### config.mk
export PLATFORM = sky130hd
export DESIGN_NAME = and_operation
export DESIGN_NICKNAME = d
export VERILOG_FILES = /design/src/rtl/and_operation.sv
export SDC_FILE = /design/constraint.sdc
export NUM_CORES = 1
export LEC_CHECK = 0
export BUFFER_PORTS_ARGS = -buffer_cell sky130_fd_sc_hd__buf_4
export CORE_UTILIZATION = 41
export DETAILED_ROUTE_END_ITERATION = 8
export PLACE_DENSITY = 0.84
export SYNTH_ARGS = -nofsm -noshare
export SYNTH_HDL_FRONTEND = slang
export SYNTH_SLANG_ARGS = --single-unit
### constraint.sdc
create_clock -name clk -period 3 [get_ports clk]
set_input_delay 0.6 -clock clk [delete_from_list [all_inputs] [get_ports clk]]
set_output_delay 0.6 -clock clk [all_outputs]
set_load 0.05 [all_outputs]
### src/rtl/and_operation.sv
// Bitwise AND leaf unit: combinational a & b, a registered result with
// zero/all-ones/popcount flags, and a running AND mask over valid pairs.
module and_operation #(
  parameter  int N  = 8,
  localparam int PW = $clog2(N + 1)
) (
  input  logic          clk,
  input  logic          rst,
  input  logic [N-1:0]  a,
  input  logic [N-1:0]  b,
  input  logic          in_valid,
  input  logic          acc_clr,
  output logic [N-1:0]  result,
  output logic          out_valid,
  output logic [N-1:0]  result_q,
  output logic          zero_q,
  output logic          ones_q,
  output logic [PW-1:0] popcount_q,
  output logic [N-1:0]  acc_q
);

  logic [N-1:0]  res_d;
  logic          zero_d;
  logic          ones_d;
  logic [PW-1:0] pc_d;
  logic [N-1:0]  acc_d;

  function automatic logic [PW-1:0] popcount_f(input logic [N-1:0] v);
    logic [PW-1:0] cnt;
    cnt = {PW{1'b0}};
    for (int i = 0; i < N; i++) begin
      cnt = cnt + PW'(v[i]);
    end
    return cnt;
  endfunction

  assign result = res_d;

  // Next-state for the flagged result and the mask; clear-and-load wins over plain clear.
  always_comb begin
    res_d  = a & b;
    zero_d = (res_d == {N{1'b0}});
    ones_d = (res_d == {N{1'b1}});
    pc_d   = popcount_f(res_d);
    if (acc_clr && in_valid) begin
      acc_d = res_d;
    end else if (acc_clr) begin
      acc_d = {N{1'b1}};
    end else if (in_valid) begin
      acc_d = acc_q & res_d;
    end else begin
      acc_d = acc_q;
    end
  end

  always_ff @(posedge clk) begin
    if (rst) begin
      out_valid  <= 1'b0;
      result_q   <= {N{1'b0}};
      zero_q     <= 1'b0;
      ones_q     <= 1'b0;
      popcount_q <= {PW{1'b0}};
      acc_q      <= {N{1'b1}};
    end else begin
      out_valid <= in_valid;
      acc_q     <= acc_d;
      if (in_valid) begin
        result_q   <= res_d;
        zero_q     <= zero_d;
        ones_q     <= ones_d;
        popcount_q <= pc_d;
      end
    end
  end

endmodule

; Yosys cells after proc, flatten, opt, wreduce, memory -nomap -nowiden
; Index checks and enable logic that the tools add are counted.
[op_classes]
addsub = 7
eq_ne = 1
n_reduce_logical = 3
bitwise_logic = 2
mux = 3
[ops]
columns = cell, n
row1 = $mux W8, 3
row2 = $add A4 B1 Y4, 4
row3 = $and A8 B8 Y8, 2
row4 = $eq A8 B8 Y1 const B, 1
row5 = $logic_not A8 Y1, 1
row6 = $add A3 B1 Y4, 1
row7 = $add A2 B1 Y3, 1
row8 = $reduce_bool A3 Y1, 1
row9 = $add A1 B1 Y2, 1
row10 = $logic_and A1 B1 Y1, 1
[totals]
reg_bits = 23
elab_cells = 22

; Depth between registers and ports, before layout
[depth]
ltp_word = 8
ltp_mapped = 13
depth_no_buf = 13

; Worst setup path after synthesis
; Ideal clock, no wire load.
[synth_path]
kind = in2reg
from = input port a[1]
to = register popcount_q[2]
setup_slack_ns = -0.529
setup_ns = 0.128
t_required_ns = 2.872
t_arrival_ns = 3.402
cell_stages = 13
path_cell_list = nand2_1 -> inv_1 -> fa_1 -> inv_1 -> fa_1 -> inv_1 -> fa_1 -> ha_1 -> inv_1 -> fa_1 -> xnor2_1 -> mux2i_1 -> nor2_1
[synth_between]
elab_chain_cells = 8
[synth_rtl]
columns = item, line
row1 = start: declaration, 9  ; input logic [N-1:0] a,
row2 = $and A8 B8 Y8, 41  ; res_d = a & b;
row3 = named net result[1], 13  ; output logic [N-1:0] result,
row4 = $add A1 B1 Y2, 32  ; cnt = cnt + PW'(v[i]);
row5 = $add A2 B1 Y3, 32
row6 = $add A3 B1 Y4, 32
row7 = $add A4 B1 Y4 (4 in series), 32
row8 = end signal: assignment, 62  ; popcount_q <= {PW{1'b0}};
row9 = end signal: assignment, 71  ; popcount_q <= pc_d;
row10 = end: declaration, 18  ; output logic [PW-1:0] popcount_q,
; The timed path passes the listed nets, and every way through them passes these cells.
; A chain may end at the register's enable or synchronous reset.

; Worst setup path after layout
[layout_path]
from = input port b[3]
to = register popcount_q[2]
[layout_between]
elab_chain_cells = 6
[layout_rtl]
columns = item, line
row1 = start: declaration, 10  ; input logic [N-1:0] b,
row2 = $and A8 B8 Y8, 41
row3 = $add A3 B1 Y4, 32
row4 = $add A4 B1 Y4 (4 in series), 32
; Every way passes these cells.

==> impl_metrics.py <==
metrics = {
    "clock_network": {
        "clkTransAtPathRegs_ns": 0.12,
        "h-tree-depth": 1,
        "cts_tree": "done",
        "clkLatencyLatePin_ns": 0.32,
        "clockRootBuffer": "clkbuf_4",
        "cts_buffer_depth": 2,
        "cts.sinks": 23,
        "cts-buffers-inserted": 3,
    },
    "timing": {
        "setup_violations": 2,
        "skew_ns": 0,
        "tightest_slew_ns": 0.292,
        "fin_ws_ns": -0.118,
        "timing.fmax_ghz": 0.321,
        "slew_viol_final": 0,
        "period_share_pct": 104,
        "timing.final.crit_period_ns": 3.12,
        "relSlewSlack_pct": 80.5,
        "rsz0062_at_grt": "yes",
        "hold_viol": 0,
        "hold_ws_ns": 0.483,
    },
    "placement": {
        "dp_cells": 206,
        "place.detailed.hpwl_um": 2140,
        "dpl_cell_area_um2": 1590,
        "io_buffers": 50,
        "gp_congestion": 0.817,
        "dp_slack_ns": -0.500,
    },
    "global_routing": {
        "met2_usage_pct": 37.3,
        "grt_max_degree": 28,
        "first_global_vias": 1009,
        "grt_pass1_wl_um": 4370,
        "grt.met1_usage_pct": 25.7,
        "groute.usage.overall_pct": 21.9,
        "overflow": 0,
        "gr-usage-met3_pct": 5.17,
        "grt_antenna_before_repair": 0,
        "grt-busiest-layer": "met2",
    },
    "yosys": {
        "yosysUniqueCellTypes": 23,
        "synth_edf_count": 0,
        "yosysWarnings": 0,
        "synth_top_flop_cell": "dfxtp_1",
        "ys_ff_latch": 23,
        "synth_nets": 153,
        "synth.cell_area_um2": 1090,
        "synth_cells": 124,
        "synthArstFlopShare_pct": 0,
        "postSynthAreaPerCell_um2": 8.77,
        "ys_seq_area_share_pct": 42.3,
    },
    "routing": {
        "wl_per_cell_um": 12.9,
        "dr.pass1.iters": 4,
        "detail-route-antenna-nets": 0,
        "route.detailed.drc": 0,
        "dr_total_vias": 1040,
        "via_per_inst": 4.91,
        "drt_wl_total_um": 2740,
        "drt_iter0_drc": 13,
    },
    "finish": {
        "area_growth_pct": 51.8,
        "final_cell_count_no_fill": 212,
        "final_common_cell": "buf_4",
        "final_cell_mix": "57 x buf_4, 23 x dfxtp_1, 15 x nor2_1",
        "stdcell_area_um2": 1650,
        "drive_gt1_share_pct": 44.5,
        "diodes": 0,
        "final_nets": 212,
    },
    "die": {
        "initial_utilization_pct": 43.5,
        "dieArea_um2": 2860,
        "die_y_um": 53.5,
        "rows": 18,
        "fp.dieW_um": 53.5,
        "coreArea_um2": 2500,
        "ios": 51,
    },
    "setup_path": {
        "crit-reg2reg-launch": "acc_q[1]$_SDFFE_PP1P_",
        "endpoint_kind": "register",
        "required_ns": 3.22,
        "reg2reg_setup_slack_ns": 2.14,
        "crit_fanout": 2,
        "start_kind": "input port",
        "path_class": "input port to register",
        "cp.arrival_ns": 3.34,
        "startpoint": "b[3]",
    },
    "flow_run": {
        "maxCapViolCount": 0,
    },
    "status": {
        "status": "finished, violations left",
        "violations": "negative setup slack",
    },
    "power_and_ir_drop": {
        "p_per_area_nw_per_um2": 454,
        "irDropWorstVdd_mv": 0.321,
        "power_leakage_nw": 0.810,
    },
    "min_path": {
        "hold_path.class": "register to register",
        "hold_path_startpoint": "result_q[7]$_SDFFE_PP0P_",
    },
}
## sequential cells by signal (all words and copies together) (netlist names)
name / count
out_valid: 1
result_q: 8
ones_q: 1
zero_q: 1
acc_q: 8
popcount_q: 4
## critical path, cell delays in order
cell	delay (ns)
buf_8	0.11
nand2_8	0.06
clkinvlp_4	0.09
fa_1	0.53
inv_1	0.05
fa_1	0.47
inv_1	0.05
fa_1	0.52
ha_4	0.15
inv_2	0.04
fa_2	0.34
xnor2_1	0.14
mux2i_1	0.15
nor2_1	0.05
## synth_stat cells, types with 3 or more instances
master    count  area, um2
inv_1        14       52.6
nand2b_1      5       31.3
nand3_1       5       25.0
fa_1          4       80.1
dfxtp_1      23        460
mux2i_1       6       60.1
nor2_1       15       56.3
a21oi_1      13       65.1
nand2_1      10       37.5
or2_2         7       43.8
clkbuf_1      3       11.3
ha_1          5       62.6
buf_2         3       15.0
## final cells by class
type / instances / area [um2]
multi-input combinational: 81 / 601
clock buffer: 4 / 26.3
sequential: 23 / 460
timing repair buffer: 60 / 465
inverter: 14 / 60.1
fill: 200 / 850
tap: 30 / 37.5
## report_power, final
part	internal [mW]	switching [mW]	total, mW
logic	0.104	0.166	0.271
clock network	0.0522	0.0935	0.146
registers	0.324	0.00961	0.333
total	0.480	0.270	0.749
## stage by stage
stage | util (%) | TNS [ns] | power (mW)
after global routing | 66.0 | -0.411 | 0.782
after floorplan | - | -1.07 | 0.513
after CTS | 65.7 | -0.244 | 0.751
after global placement | 63.8 | -0.875 | 0.596
final | 66.0 | -0.184 | 0.749
after detailed placement | 63.8 | -1.08 | 0.607
## logic make-up (layout without fill, tap and decap cells)
kind of cell / after synthesis / after routing / synth area share (%)
mux: 6 / 6 / 5.52
compound gates: 17 / 17 / 9.32
buf+inv: 20 / 78 / 7.25
flops: 23 / 23 / 42.3
simple gates: 48 / 48 / 21.6
xor+xnor: 1 / 1 / 0.806
fa+ha+maj: 9 / 9 / 13.1
## worst paths after layout
check | to | cells after the start
max | popcount_q[2]$_SDFFE_PP0P_ | 14
min | result_q[7]$_SDFFE_PP0P_ | 2
max reg2reg | acc_q[1]$_SDFFE_PP1P_ | 3
min reg2reg | result_q[7]$_SDFFE_PP0P_ | 2
## repair_timing
item,4_1_cts,5_1_grt
buffers inserted,1,1
pin swaps,2,1
resized for setup,4,0
hold endpoints to repair,0,0
endpoints found under the setup margin,2,2
hold buffers,0,0
## layer usage
metal / vias to the layer above / wire (um)
met1: 486 / 1110
met5: - / 0
met2: 37 / 1430
met4: 0 / 50
li1: 512 / -
met3: 5 / 150
Power figures use the tool's default switching activity.
